`src/rtl/mem_xbar_if.sv`:
```
// rtl/mem_xbar_if.sv - master-side request/response bus of the memory crossbar
// Ports: valid (1-cycle request strobe), instr, addr, wdata, wstrb from the
// master; rdata, ready, error back to the master.
// Modports: master = requester side, slave = crossbar side.
interface mem_xbar_if;
    logic        valid;
    logic        instr;
    logic [31:0] addr;
    logic [31:0] wdata;
    logic [3:0]  wstrb;
    logic [31:0] rdata;
    logic        ready;
    logic        error;

    modport master (output valid, instr, addr, wdata, wstrb, input rdata, ready, error);
    modport slave  (input valid, instr, addr, wdata, wstrb, output rdata, ready, error);
endinterface

```
`src/rtl/mem_xbar.sv`:
```
// rtl/mem_xbar.sv - two-master (instruction/data) to NSLV-slave address-decoded crossbar
// Ports: clock, reset (sync, active-high); imemory/dmemory master buses
// (mem_xbar_if.slave); s_valid/s_instr/s_addr/s_wdata/s_wstrb per-slave
// request strobes (slice j = slave j); s_rdata/s_ready per-slave responses.
module mem_xbar #(
    parameter int                    NSLV      = 4,
    parameter logic [NSLV-1:0][31:0] BASE_ADDR = {32'h8000_0000, 32'h1000_0000, 32'h0200_0000, 32'h0000_0000},
    parameter logic [NSLV-1:0][31:0] TOP_ADDR  = {32'h9000_0000, 32'h1000_1000, 32'h0200_C000, 32'h0010_0000},
    parameter bit                    RR_EN     = 1'b1
) (
    input  logic               clock,
    input  logic               reset,
    mem_xbar_if.slave          imemory,
    mem_xbar_if.slave          dmemory,
    output logic [NSLV-1:0]    s_valid,
    output logic [NSLV-1:0]    s_instr,
    output logic [NSLV*32-1:0] s_addr,
    output logic [NSLV*32-1:0] s_wdata,
    output logic [NSLV*4-1:0]  s_wstrb,
    input  logic [NSLV*32-1:0] s_rdata,
    input  logic [NSLV-1:0]    s_ready
);
    localparam int SW = (NSLV > 1) ? $clog2(NSLV) : 1;
    localparam int IM = 0;
    localparam int DM = 1;

    typedef enum logic [1:0] {IDLE, WAIT, BUSY, ERR} state_t;

    state_t             state [2];
    logic [1:0][SW-1:0] slv_q;      // target slave while WAIT or BUSY
    logic [1:0]         buf_instr;
    logic [1:0][31:0]   buf_addr;   // already converted to slave offset
    logic [1:0][31:0]   buf_wdata;
    logic [1:0][3:0]    buf_wstrb;
    logic [NSLV-1:0]    own_q;      // slave has an outstanding request
    logic [NSLV-1:0]    last_q;     // 1 = dmemory won the last contention

    logic [1:0]         in_valid, in_instr;
    logic [1:0][31:0]   in_addr, in_wdata;
    logic [1:0][3:0]    in_wstrb;

    assign in_valid = {dmemory.valid, imemory.valid};
    assign in_instr = {dmemory.instr, imemory.instr};
    assign in_addr  = {dmemory.addr,  imemory.addr};
    assign in_wdata = {dmemory.wdata, imemory.wdata};
    assign in_wstrb = {dmemory.wstrb, imemory.wstrb};

    logic [1:0]         hit, done, accept, req, grant, free_sel, iss_instr;
    logic [1:0][SW-1:0] dec_slv, req_slv;
    logic [1:0][31:0]   dec_off, rd_sel, iss_addr, iss_wdata;
    logic [1:0][3:0]    iss_wstrb;
    logic [NSLV-1:0]    free;
    logic               contend, last_sel, winner;

    assign free = ~own_q | s_ready;

    always_comb begin
        contend  = 1'b0;
        last_sel = 1'b0;
        winner   = 1'b1;
        for (int m = 0; m < 2; m++) begin
            hit[m]     = 1'b0;
            dec_slv[m] = '0;
            dec_off[m] = '0;
            // Scan high to low so the lowest matching region wins on overlap.
            for (int j = NSLV - 1; j >= 0; j--) begin
                if (in_addr[m] >= BASE_ADDR[j] && in_addr[m] < TOP_ADDR[j]) begin
                    hit[m]     = 1'b1;
                    dec_slv[m] = SW'(j);
                    dec_off[m] = in_addr[m] - BASE_ADDR[j];
                end
            end
            done[m]   = 1'b0;
            rd_sel[m] = '0;
            for (int j = 0; j < NSLV; j++) begin
                if (slv_q[m] == SW'(j)) begin
                    done[m]   = (state[m] == BUSY) && s_ready[j];
                    rd_sel[m] = s_rdata[j*32 +: 32];
                end
            end
            // A master finishing this cycle may present its next request at once.
            accept[m]    = (state[m] == IDLE) || done[m];
            req[m]       = (accept[m] && in_valid[m] && hit[m]) || (state[m] == WAIT);
            req_slv[m]   = (state[m] == WAIT) ? slv_q[m] : dec_slv[m];
            iss_instr[m] = (state[m] == WAIT) ? buf_instr[m] : in_instr[m];
            iss_addr[m]  = (state[m] == WAIT) ? buf_addr[m]  : dec_off[m];
            iss_wdata[m] = (state[m] == WAIT) ? buf_wdata[m] : in_wdata[m];
            iss_wstrb[m] = (state[m] == WAIT) ? buf_wstrb[m] : in_wstrb[m];
            free_sel[m]  = 1'b0;
            for (int j = 0; j < NSLV; j++) begin
                if (req_slv[m] == SW'(j)) begin
                    free_sel[m] = free[j];
                end
            end
        end
        contend = req[IM] && req[DM] && (req_slv[IM] == req_slv[DM]);
        for (int j = 0; j < NSLV; j++) begin
            if (req_slv[DM] == SW'(j)) begin
                last_sel = last_q[j];
            end
        end
        winner = RR_EN ? ~last_sel : 1'b1;
        for (int m = 0; m < 2; m++) begin
            grant[m] = req[m] && free_sel[m] && (!contend || (winner == m[0]));
        end
    end

    always_comb begin
        s_valid = '0;
        s_instr = '0;
        s_addr  = '0;
        s_wdata = '0;
        s_wstrb = '0;
        for (int j = 0; j < NSLV; j++) begin
            for (int m = 0; m < 2; m++) begin
                if (grant[m] && req_slv[m] == SW'(j)) begin
                    s_valid[j]          = 1'b1;
                    s_instr[j]          = iss_instr[m];
                    s_addr[j*32 +: 32]  = iss_addr[m];
                    s_wdata[j*32 +: 32] = iss_wdata[m];
                    s_wstrb[j*4 +: 4]   = iss_wstrb[m];
                end
            end
        end
    end

    assign imemory.ready = done[IM] || (state[IM] == ERR);
    assign imemory.error = (state[IM] == ERR);
    assign imemory.rdata = done[IM] ? rd_sel[IM] : 32'h0;
    assign dmemory.ready = done[DM] || (state[DM] == ERR);
    assign dmemory.error = (state[DM] == ERR);
    assign dmemory.rdata = done[DM] ? rd_sel[DM] : 32'h0;

    always_ff @(posedge clock) begin
        if (reset) begin
            for (int m = 0; m < 2; m++) begin
                state[m] <= IDLE;
            end
            slv_q     <= '0;
            buf_instr <= '0;
            buf_addr  <= '0;
            buf_wdata <= '0;
            buf_wstrb <= '0;
            own_q     <= '0;
            last_q    <= '0;
        end else begin
            for (int j = 0; j < NSLV; j++) begin
                // Ready on an unowned slave clears nothing that is set.
                if (s_ready[j]) begin
                    own_q[j] <= 1'b0;
                end
                if ((grant[IM] && req_slv[IM] == SW'(j)) || (grant[DM] && req_slv[DM] == SW'(j))) begin
                    own_q[j] <= 1'b1;
                end
                // The pointer tracks arbitration outcomes only, not uncontended issues.
                if (contend && free[j] && req_slv[DM] == SW'(j)) begin
                    last_q[j] <= grant[DM];
                end
            end
            for (int m = 0; m < 2; m++) begin
                case (state[m])
                    WAIT: if (grant[m]) state[m] <= BUSY;
                    ERR:  state[m] <= IDLE;
                    default: begin
                        if (accept[m]) begin
                            if (in_valid[m] && !hit[m]) begin
                                state[m] <= ERR;
                            end else if (in_valid[m]) begin
                                slv_q[m] <= dec_slv[m];
                                if (grant[m]) begin
                                    state[m] <= BUSY;
                                end else begin
                                    buf_instr[m] <= in_instr[m];
                                    buf_addr[m]  <= dec_off[m];
                                    buf_wdata[m] <= in_wdata[m];
                                    buf_wstrb[m] <= in_wstrb[m];
                                    state[m]     <= WAIT;
                                end
                            end else begin
                                state[m] <= IDLE;
                            end
                        end
                    end
                endcase
            end
        end
    end
endmodule
```
`src/flat_wrapper.sv`:
```
// flat-port wrapper written by rule: the top's interface ports become plain ports
module mem_xbar_flat 
#(
    parameter int                    NSLV      = 4,
    parameter logic [NSLV-1:0][31:0] BASE_ADDR = {32'h8000_0000, 32'h1000_0000, 32'h0200_0000, 32'h0000_0000},
    parameter logic [NSLV-1:0][31:0] TOP_ADDR  = {32'h9000_0000, 32'h1000_1000, 32'h0200_C000, 32'h0010_0000},
    parameter bit                    RR_EN     = 1'b1
)
  (clock, reset, s_valid, s_instr, s_addr, s_wdata, s_wstrb, s_rdata, s_ready, imemory_valid, imemory_instr, imemory_addr, imemory_wdata, imemory_wstrb, imemory_rdata, imemory_ready, imemory_error, dmemory_valid, dmemory_instr, dmemory_addr, dmemory_wdata, dmemory_wstrb, dmemory_rdata, dmemory_ready, dmemory_error);
  mem_xbar_if imemory_i ();
  mem_xbar_if dmemory_i ();
  input  logic clock;
  input  logic reset;
  output logic [NSLV-1:0] s_valid;
  output logic [NSLV-1:0] s_instr;
  output logic [NSLV*32-1:0] s_addr;
  output logic [NSLV*32-1:0] s_wdata;
  output logic [NSLV*4-1:0] s_wstrb;
  input  logic [NSLV*32-1:0] s_rdata;
  input  logic [NSLV-1:0] s_ready;
  input wire logic [$bits(imemory_i.valid)-1:0] imemory_valid;
  input wire logic [$bits(imemory_i.instr)-1:0] imemory_instr;
  input wire logic [$bits(imemory_i.addr)-1:0] imemory_addr;
  input wire logic [$bits(imemory_i.wdata)-1:0] imemory_wdata;
  input wire logic [$bits(imemory_i.wstrb)-1:0] imemory_wstrb;
  output wire logic [$bits(imemory_i.rdata)-1:0] imemory_rdata;
  output wire logic [$bits(imemory_i.ready)-1:0] imemory_ready;
  output wire logic [$bits(imemory_i.error)-1:0] imemory_error;
  input wire logic [$bits(dmemory_i.valid)-1:0] dmemory_valid;
  input wire logic [$bits(dmemory_i.instr)-1:0] dmemory_instr;
  input wire logic [$bits(dmemory_i.addr)-1:0] dmemory_addr;
  input wire logic [$bits(dmemory_i.wdata)-1:0] dmemory_wdata;
  input wire logic [$bits(dmemory_i.wstrb)-1:0] dmemory_wstrb;
  output wire logic [$bits(dmemory_i.rdata)-1:0] dmemory_rdata;
  output wire logic [$bits(dmemory_i.ready)-1:0] dmemory_ready;
  output wire logic [$bits(dmemory_i.error)-1:0] dmemory_error;
  assign imemory_i.valid = imemory_valid;
  assign imemory_i.instr = imemory_instr;
  assign imemory_i.addr = imemory_addr;
  assign imemory_i.wdata = imemory_wdata;
  assign imemory_i.wstrb = imemory_wstrb;
  assign imemory_rdata = imemory_i.rdata;
  assign imemory_ready = imemory_i.ready;
  assign imemory_error = imemory_i.error;
  assign dmemory_i.valid = dmemory_valid;
  assign dmemory_i.instr = dmemory_instr;
  assign dmemory_i.addr = dmemory_addr;
  assign dmemory_i.wdata = dmemory_wdata;
  assign dmemory_i.wstrb = dmemory_wstrb;
  assign dmemory_rdata = dmemory_i.rdata;
  assign dmemory_ready = dmemory_i.ready;
  assign dmemory_error = dmemory_i.error;
  mem_xbar #(.NSLV(NSLV), .BASE_ADDR(BASE_ADDR), .TOP_ADDR(TOP_ADDR), .RR_EN(RR_EN)) u_core (.clock(clock), .reset(reset), .imemory(imemory_i), .dmemory(dmemory_i), .s_valid(s_valid), .s_instr(s_instr), .s_addr(s_addr), .s_wdata(s_wdata), .s_wstrb(s_wstrb), .s_rdata(s_rdata), .s_ready(s_ready));
endmodule
```
`config.mk`:
```
export PLATFORM = sky130hd
export DESIGN_NAME = mem_xbar_flat
export DESIGN_NICKNAME = d
export VERILOG_FILES = /design/src/rtl/mem_xbar_if.sv /design/src/rtl/mem_xbar.sv /design/src/flat_wrapper.sv
export SDC_FILE = /design/constraint.sdc
export NUM_CORES = 1
export LEC_CHECK = 0
export CORE_AREA = 2 2 242 244
export DETAILED_ROUTE_END_ITERATION = 10
export DIE_AREA = 0 0 244 246
export GPL_TIMING_DRIVEN = 0
export PLACE_DENSITY = 0.55
export SYNTH_ARGS = -nofsm -noshare
export SYNTH_HDL_FRONTEND = slang
export SYNTH_SLANG_ARGS = --single-unit
export TNS_END_PERCENT = 30
```
`constraint.sdc`:
```
create_clock -name clock -period 7.4 [get_ports clock]
set_clock_uncertainty 0.2 [all_clocks]
set_input_delay 1.85 -clock clock [delete_from_list [all_inputs] [get_ports clock]]
set_output_delay 1.85 -clock clock [all_outputs]
set_load 0.05 [all_outputs]
```
Yosys cells after proc, flatten, opt, wreduce, memory -nomap -nowiden
Memory sizes are Yosys's and may differ from the RTL's.
Cells that the tools add are included.
{"block": "word_totals", "ff_bits": 150, "mem_bits_rw": 4, "out_inout_bits": 348, "word_cells": 344, "mem_count": 1}
{"block": "classes", "n_addsub": 6, "order_cmp": 16, "n_eq_ne": 19, "n_mux": 188, "bitwise": 21, "n_reduce_logical": 75}
{"name": "u_core.state", "words": 2, "word_bits": 2, "rd": 2, "rd_ports_with_merged_regs": 0, "wr": 2, "line_no": "mem_xbar.sv:29", "source": "state_t state [2];"}
{"op": "$mux W32", "n": 38}
{"op": "$mux W1", "n": 118}
{"op": "$ge A32 B1 Y1 const B", "n": 2}
{"op": "$ge A32 B26 Y1 const B", "n": 2}
{"op": "$ge A32 B29 Y1 const B", "n": 2}
{"op": "$ge A32 B32 Y1 const B", "n": 2}
{"op": "$lt A32 B21 Y1 const B", "n": 2}
{"op": "$lt A32 B26 Y1 const B", "n": 2}
{"op": "$lt A32 B29 Y1 const B", "n": 2}
{"op": "$lt A32 B32 Y1 const B", "n": 2}
{"op": "$sub A32 B26 Y32 const B", "n": 2}
{"op": "$sub A32 B29 Y32 const B", "n": 2}
{"op": "$sub A32 B32 Y32 const B", "n": 2}
{"op": "$logic_and A1 B1 Y1", "n": 44}
{"op": "$mux W2", "n": 22}
{"op": "$mux W4", "n": 10}
{"op": "$eq A2 B2 Y1 const B", "n": 12}
{"op": "$eq A2 B1 Y1 const B", "n": 6}
{"op": "$logic_not A2 Y1", "n": 6}
{"op": "$logic_or A1 B1 Y1", "n": 12}
{"op": "$or A1 B1 Y1", "n": 12}
{"op": "$reduce_and A5 Y1", "n": 2}
{"op": "$reduce_and A4 Y1", "n": 2}
{"op": "$reduce_bool A2 Y1", "n": 4}
{"op": "6 further kinds", "n": 15}

Logic depth before layout (Yosys ltp)
{"block": "logic_depth", "depth_word": 25, "depth_mapped": 15, "ltp_nobuf": 12}

Worst setup path after synthesis
No wires, ideal clock.
{"block": "synth_timing", "kind": "input to output", "start": "in dmemory_addr[18]", "end": "out s_wdata[90]", "t_arrival_ps": 5550, "required_ps": 5350, "setup_slack_ps": -200, "cell_stages": 12, "path_buffers": 2, "path_cell_list": "or4_1 -> or3_4 -> o21ai_1 -> a21oi_1 -> o21ai_2 -> or2_2 -> o22ai_1 -> a211oi_2 -> buf_4 -> nand3_1 -> buf_2 -> o22ai_1"}
{"block": "synth_via", "elab_chain_len": 17, "word_cells_on_any_way": 49}
{"element": "start, declared", "line_no": "flat_wrapper.sv:31", "source": "input wire logic [$bits(dmemory_i.addr)-1:0] dmemory_addr;"}
{"element": "$ge A32 B32 Y1 or $lt A32 B32 Y1 (tied branches)", "line_no": "mem_xbar.sv:67", "source": "if (in_addr[m] >= BASE_ADDR[j] && in_addr[m] < TOP_ADDR[j]) begin"}
{"element": "$logic_and A1 B1 Y1", "line_no": "mem_xbar.sv:67"}
{"element": "$mux W2 (4 in a row)", "line_no": "mem_xbar.sv:67"}
{"element": "$mux W2", "line_no": "mem_xbar.sv:84", "source": "req_slv[m] = (state[m] == WAIT) ? slv_q[m] : dec_slv[m];"}
{"element": "$logic_not A2 Y1", "line_no": "mem_xbar.sv:91, mem_xbar.sv:98"}
{"element": "$mux W1 (4 in a row)", "line_no": "mem_xbar.sv:98", "source": "if (req_slv[DM] == SW'(j)) begin"}
{"element": "$logic_or A1 B1 Y1 or $not A1 Y1 (tied branches)", "line_no": "mem_xbar.sv:104, mem_xbar.sv:102"}
{"element": "$logic_and A1 B1 Y1 or $logic_or A1 B1 Y1 (tied branches)", "line_no": "mem_xbar.sv:104", "source": "grant[m] = req[m] && free_sel[m] && (!contend || (winner == m[0]));"}
{"element": "$logic_and A1 B1 Y1 (on tied branches)", "line_no": "mem_xbar.sv:116, mem_xbar.sv:104"}
{"element": "$mux W32 or $logic_and A1 B1 Y1 (tied branches)", "line_no": "mem_xbar.sv:116", "source": "if (grant[m] && req_slv[m] == SW'(j)) begin"}
{"element": "$mux W32 (*)", "line_no": "mem_xbar.sv:116"}
{"element": "end, declared", "line_no": "flat_wrapper.sv:17", "source": "output logic [NSLV*32-1:0] s_wdata;"}
Mark *: on every way between the ends. The rest lies on a longest branch, timed or not.

Worst setup path in the final report
{"block": "layout_timing", "start": "in dmemory_addr[18]", "end": "out s_addr[9]"}
{"block": "layout_via", "elab_chain_len": 17, "word_cells_on_any_way": 54}
{"element": "$ge A32 B32 Y1 or $lt A32 B32 Y1 (tied branches)", "line_no": "mem_xbar.sv:67"}
{"element": "$logic_and A1 B1 Y1", "line_no": "mem_xbar.sv:67"}
{"element": "$mux W2 (4 in a row)", "line_no": "mem_xbar.sv:67"}
{"element": "$mux W2", "line_no": "mem_xbar.sv:84"}
{"element": "$logic_not A2 Y1", "line_no": "mem_xbar.sv:91, mem_xbar.sv:98, mem_xbar.sv:116"}
{"element": "$mux W1 (4 in a row)", "line_no": "mem_xbar.sv:98"}
{"element": "$logic_or A1 B1 Y1 or $not A1 Y1 (tied branches)", "line_no": "mem_xbar.sv:104, mem_xbar.sv:102"}
{"element": "$logic_and A1 B1 Y1 or $logic_or A1 B1 Y1 (tied branches)", "line_no": "mem_xbar.sv:104"}
{"element": "$logic_and A1 B1 Y1 (on tied branches)", "line_no": "mem_xbar.sv:116, mem_xbar.sv:104"}
{"element": "$mux W32 or $logic_and A1 B1 Y1 (tied branches)", "line_no": "mem_xbar.sv:116"}
{"element": "$mux W32 (*)", "line_no": "mem_xbar.sv:116"}
{"element": "end, declared", "line_no": "flat_wrapper.sv:16", "source": "output logic [NSLV*32-1:0] s_addr;"}
Marks and branches as above.

==> results.cfg <==
[timing]
worst_pin_slew_ps = 1385
setup_viol = 29
worst_slack_ps = -89.51
maxSlewHeadroom_pct = 6.679
post-route-min-period_ps = 7490
max_freq_mhz = 133.5
fin_crit_sh_pct = 101.2
rsz0062_at_grt = yes
slew_viol_final = 0
timing.hold.ws_ps = 254.8
hold_viol_final = 0

[global_routing]
grt_pass1_vias = 17230
antenna_found_initial = 35
grt_use_total_pct = 30.90
grt_pass1_wl_um = 132000
grt_max_degree = 17
gr-total-overflow = 0

[final_layout]
multi_input_area_mm2 = 0.009948
drive_gt1_share_pct = 33.29
n_fill_cell = 5890
nets = 2518
area.growth.synth_to_final_pct = 76.63
seqCellArea_mm2 = 0.003123
fin_util_pct = 38.37

[synthesis]
yosys.area_share.simple_pct = 17.62
yosys.cell_types.count = 65
synth_most_common_cell = o22ai_1
syn_avg_cell_area_um2 = 8.167
ys_async_sr_fraction_pct = 0
synth.area.mux_share_pct = 24.22
synth_top_area_share_pct = 24.09
synthTopCellsByCount = o22ai_1, mux2i_1, dfxtp_1
synth-compound-area-share_pct = 25.82
yosysSeqAreaShare_pct = 25.06
synth_edf_count = 4
synth_cells = 1526
synth_top_family_by_area = compound AO/OA/AOI/OAI gates
synth_fa_ha_area_share_pct = 0.9035
yosysWarnings = 0
synthTopCellsByArea = dfxtp_1, o22ai_1, mux2i_1
netlist_area_mm2 = 0.01246
syn-num-nets = 1809
synth-main-ff-cell = dfxtp_1
synth-seq-cells = 154
synth_top_cell_by_area = dfxtp_1
synth-xor-area-share_pct = 0.2108

[place]
dp_slack_ps = -2809
globalplace.congestion = 1.011
dpl.hpwl_um = 78020
port_buffers = 619

[pwr]
p_seq_share_pct = 18.5
power_frac_comb_pct = 63.1
p_sw_w = 0.002456
power_leakage_nw = 9.001
internal_power_w = 0.002415
pwr-share-clk_pct = 18.3
p_sw_share_pct = 50.42
powerDensity_mw_per_mm2 = 221.3
vdd_drop_max_mv = 0.1842
finalPower_w = 0.004871

[critical_path]
cp-end-kind = primary output
cp.arrival_ps = 5440
worstPathRequired_ps = 5350
reg2reg_depth = 12
startpoint_type = input pin
critPathKind = in -> out
critical_path.max_fanout = 10

[outcome]
violations = negative setup slack
status = finished, violations left

[clocking]
clock-sinks = 154
clock_path_buffers = 2
htreeDepth = 4
cts-root-buf = clkbuf_16
clk_latency_ps = 460
clkTransAtPathRegs_ps = 60
tritoncts = done
cts-buffers-inserted = 17

[hold_path]
holdPathStages = 2
hp-class = reg -> reg

[detailed_routing]
vias = 17120
first_iter_violations = 1463
drcViolationCount = 0
avgViaCountPerCell = 5.660
dr.pass1.iters = 6
ant_nets = 0
wl_per_cell_um = 32.02
wl_um = 96850

[floorplan]
die_height_um = 246
die_w_um = 244
initial_utilization_pct = 21.73
core_area_mm2 = 0.05737
num_io_pins = 622
num_rows = 88
die_area_mm2 = 0.06002

[flow_run]
max-cap-violations = 0
[flip-flops by register name, summed over array words and instances, names as in the netlist]
name,flops
u_core.buf_addr,64
u_core.buf_wdata,64
u_core.own_q,4
u_core.slv_q,4
u_core.last_q,4
u_core.state,4
u_core.buf_instr,2
u_core.buf_wstrb,8
[final cells by class]
type | count | area share, %
well taps | 765 | 4.348
flip-flops and latches | 154 | 14.19
clock buffers | 20 | 2.120
inverters | 16 | 0.2842
diodes | 13 | 0.1478
repair buffers | 693 | 28.71
multi-input cells | 1190 | 45.19
clock inverters | 11 | 0.4263
plain buffers | 163 | 4.581
[metrics by stage]
| stage | cells | TNS [ps] | instance area, µm² |
|---|---|---|---|
| CTS | 2998 | -4130 | 21380 |
| finish | 3025 | -1133 | 22010 |
| floorplan | 1526 | -46490 | 12520 |
| global placement | 2910 | -660090 | 19670 |
| detailed placement | 2910 | -655890 | 19670 |
| global route | 3021 | -5924 | 22000 |
[placed cells by master, fill, tap and decap left out, drive strengths merged, types with 5 or more instances in the layout]
| cell | count |
|---|---|
| a31oi | 6 |
| clkdlybuf4s50 | 277 |
| ha | 9 |
| nand2b | 11 |
| nand3 | 78 |
| nor4 | 16 |
| mux4 | 65 |
| clkdlybuf4s15 | 17 |
| nor3 | 9 |
| and3 | 78 |
| mux2i | 152 |
| a21boi | 7 |
| nand3b | 5 |
| nand2 | 50 |
| diode | 13 |
| nand4 | 8 |
| or4 | 5 |
| dfxtp | 150 |
| and2 | 5 |
| inv | 17 |
| o22ai | 281 |
| a211oi | 8 |
| clkbuf | 173 |
| nor2 | 95 |
| buf | 381 |
| dlygate4sd2 | 23 |
| clkinv | 8 |
| nor2b | 37 |
| a21oi | 136 |
| nand4b | 6 |
| o21ai | 83 |
[worst paths after layout]
path / slack, ps / end / start
min: 250 / u_core.buf_addr[54] / u_core.buf_addr[54]
max reg2reg: 3010 / u_core.buf_wdata[63] / u_core.state[1][0]
max: -90 / s_addr[9] / dmemory_addr[18]
min reg2reg: 250 / u_core.buf_addr[54] / u_core.buf_addr[54]
[power groups by stage]
stage          registers, W  logic [W]  clock network, W
6_report           0.000904    0.00307          0.000893
3_5_place_dp       0.000921    0.00260                 0
3_3_place_gp       0.000918    0.00259                 0
2_1_floorplan      0.000912    0.00157                 0
4_1_cts            0.000902    0.00276          0.000895
5_1_grt            0.000908    0.00317          0.000926
[metal layers]
layer | wire length (µm) | global-route usage (%) | vias to the layer above
li1 | - | - | 7377
met1 | 34440 | 33.28 | 8458
met2 | 49510 | 56.68 | 1075
met3 | 8444 | 8.301 | 200
met4 | 4377 | 13.13 | 12
met5 | 78 | 0 | -
[critical path, stage by stage]
cell and delay, ps:
buf_2 120, or4_4 550, or3_4 380, nor4_4 150
buf_6 150, o31a_4 170, mux2i_4 80, or3_4 350
a2111oi_4 450, nor2_4 170, buf_6 170, nand2_8 110
buf_12 170, buf_12 170, o22ai_1 100, buf_2 280
[repair_timing]
item,CTS,global route
endpoints found under the hold margin,0,0
endpoints found under the setup margin,280,280
pin swaps,42,29
setup buffers,56,14
cloned,4,2
resized for setup,1713,561
hold buffers,0,0
[cell families after synthesis]
family	count (synthesis)
AOI/OAI and AO/OA	542
and+or+nand+nor	415
muxes	220
buffers and inverters	183
DFF	154
adders and majority gates	9
xor gates and xnor gates	3
No activity file was read; power rests on OpenSTA's default activity.
==> variant: new RTL, config.mk and constraints unchanged <==
`RR_EN` is set to 1'b1 in 2 places; all go to 1'b0.
--- a/src/rtl/mem_xbar.sv
+++ b/src/rtl/mem_xbar.sv
@@ -6,7 +6,7 @@
     parameter int                    NSLV      = 4,
     parameter logic [NSLV-1:0][31:0] BASE_ADDR = {32'h8000_0000, 32'h1000_0000, 32'h0200_0000, 32'h0000_0000},
     parameter logic [NSLV-1:0][31:0] TOP_ADDR  = {32'h9000_0000, 32'h1000_1000, 32'h0200_C000, 32'h0010_0000},
-    parameter bit                    RR_EN     = 1'b1
+    parameter bit                    RR_EN     = 1'b0
 ) (
     input  logic               clock,
     input  logic               reset,
--- a/src/flat_wrapper.sv
+++ b/src/flat_wrapper.sv
@@ -4,7 +4,7 @@
     parameter int                    NSLV      = 4,
     parameter logic [NSLV-1:0][31:0] BASE_ADDR = {32'h8000_0000, 32'h1000_0000, 32'h0200_0000, 32'h0000_0000},
     parameter logic [NSLV-1:0][31:0] TOP_ADDR  = {32'h9000_0000, 32'h1000_1000, 32'h0200_C000, 32'h0010_0000},
-    parameter bit                    RR_EN     = 1'b1
+    parameter bit                    RR_EN     = 1'b0
 )
   (clock, reset, s_valid, s_instr, s_addr, s_wdata, s_wstrb, s_rdata, s_ready, imemory_valid, imemory_instr, imemory_addr, imemory_wdata, imemory_wstrb, imemory_rdata, imemory_ready, imemory_error, dmemory_valid, dmemory_instr, dmemory_addr, dmemory_wdata, dmemory_wstrb, dmemory_rdata, dmemory_ready, dmemory_error);
   mem_xbar_if imemory_i ();
Check against the original RTL: not settled (the Yosys comparison gave no result); the edit may change what the design does.
==> variant against the unedited design <==
- wire length is 17% lower
- critical path depth decreased by 1
- setup slack better by 130 ps
- largest cell class unchanged
- synthesized area hardly changed
- highest routed layer unchanged
- cell count increased by 1.4%
- core utilization down 3.3 points
- total power fell by 17%
- hold slack lost 1.1 ps
- design area shrank 8.5%
- sequential cell count down 4
==> variant: results (changes against the unedited design) <==
wire length per cell: 26.3 microns (was 32.0 microns)
Synth top cells by count: o22ai_1, nand2_1, a21oi_1, clkbuf_1, dfxtp_1 (was o22ai_1, mux2i_1, dfxtp_1, a21oi_1, clkbuf_1)
Worst-Skew Late Latency: 490 ps (was 460 ps)
Reg-to-Reg Start: u_core.state[0][0] (was u_core.state[1][0])
clock network fraction of total power: 0.248 (was 0.183)
Seq/Total Area, Yosys: 0.244 (was 0.251)
R2R depth: 11 (was 12)
Fill cells: 6114 (was 5890)
crit path DAT: 5310 ps (was 5440 ps)
number of DRC markers in iteration 0: 1429 (was 1463)
worst setup path start: imemory_addr[23] (was dmemory_addr[18])
GR Layer Usage met2: 0.436 (was 0.567)
CP delay by family, top: buffers and inverters (was simple AND/OR/NAND/NOR gates)
DP HPWL: 65200 microns (was 78000 microns)
Reg clk slew, reported paths: 70 ps
Hold Crit Depth: 2 (unchanged)
Final Wtd Congestion: 0.950 (was 1.01)
Power Clock: 1.00 mW (was 0.893 mW)
GRT Resource Usage Total: 0.257 (was 0.309)
max incr delay on CP: 550 ps (about the same)
hold_sp: u_core.buf_addr[57] (was u_core.buf_addr[54])
Port Buffers: 620 (was 619)
reg-to-reg endpoint: u_core.state[0][0] (was u_core.buf_wdata[63])
DR pass1 iterations: 6 (unchanged)
area of the multi-input gates: 9080 sq um (was 9950 sq um)
Worst-Margin Slew: 1150 ps (was 1390 ps)
pin count of the biggest net entering global routing: 17 (unchanged)
Critical Path Sink: s_wdata[61] (was s_addr[9])
M3 GR Usage: 0.0629 (was 0.0830)
sw power: 1.93 mW (was 2.46 mW)
layout cells sized above 1: 0.223 (was 0.333)
Pleak: 7.78 nW (was 9.00 nW)
Mapped Cells: 1612 (was 1526)
CTS Buf Count: 17 (unchanged)
post-CTS setup buffers: 14 (was 56)
placed insts: 2997 (was 2910)
post-CTS sizing: 1340 (was 1713)
reg-to-reg slack, setup: 3460 ps (was 3010 ps)
Hold Path Class: flop to flop (unchanged)
EDFF count, synth: 4 (unchanged)
Area after DPL: 19600 sq um (was 19700 sq um)
Unique masters post-synth: 63 (was 65)
GR Layer Usage met1: 0.301 (was 0.333)
Post-Route WL: 80800 microns (was 96900 microns)
pre-CTS WS: -2430 ps (was -2810 ps)
CTS max path bufs: 2 (unchanged)
final net count: 2552 (was 2518)
Final WS setup: 42.9 ps (was -89.5 ps)
status: completed (was complete, but fails checks)
worst vdd ir: 0.148 mV (was 0.184 mV)
post-DR vias/cell: 5.53 (was 5.66)
syn nets: 1895 (was 1809)
antenna violations before repair: 28 (was 35)
first-pass GRT wire length: 114000 microns (was 132000 microns)
vias in the first global route: 16591 (was 17229)
Synth area leaders: dfxtp_1, o22ai_1, mux4_2 (was dfxtp_1, o22ai_1, mux2i_1)
Combinational Power: 2.20 mW (was 3.07 mW)
CP max-delay cell: or3_4 (was or4_4)
==> variant: changes by cell type in the layout (fill, tap and decap cells not counted), sizes merged, moves of 15 or more <==
cell and change:
nand2 +115, buf -110, mux2i -66, clkbuf +52, nor2 -36, clkdlybuf4s50 +31
nand2b +29, a21oi +26, and3 -22, or4 +22, clkdlybuf4s15 -15
==> variant: worst min path at each step <==
| stage | slack, ps | endpoint |
|---|---|---|
| floorplan | 230 | u_core.buf_addr[52] |
| global placement | 240 | u_core.buf_wstrb[7] |
| detailed placement | 250 | u_core.buf_addr[57] |
| CTS | 260 | u_core.buf_addr[57] |
| global route | 270 | u_core.buf_addr[33] |
| finish | 250 | u_core.buf_addr[57] |
==> variant: cell families (layout without fill, tap and decap cells) <==
logic type	count (synthesis)	after routing	share of synthesized area
AOI/OAI and AO/OA	575	575	0.280
xor gates and xnor gates	3	3	0.00211
adders and majority gates	9	9	0.00904
buffers and inverters	196	866	0.0599
DFF	150	150	0.244
muxes	153	153	0.189
other	0	20	0
and+or+nand+nor	526	526	0.215
==> variant: final cells by class <==
cell class              count  area share
flip-flops and latches    150       0.151
inverters                  16     0.00298
clock buffers              20      0.0222
repair buffers            642       0.272
diodes                     20     0.00248
multi-input cells        1266       0.451
plain buffers             176      0.0411
well taps                 765      0.0475
clock inverters            12     0.00988
==> variant: per-layer routing <==
metal,vias to the layer above,wire length [microns],share of wire
met5,-,62,0.00077
met4,10,3880,0.048
met3,209,6600,0.082
met2,939,39000,0.48
met1,8249,31300,0.39
li1,7543,-,-
==> variant: tightest hold or removal path: cells and delay by family (launching register included) <==
kind	cells	cell delay, ps
flops	1	310
simple gates	1	50
compound gates	1	50
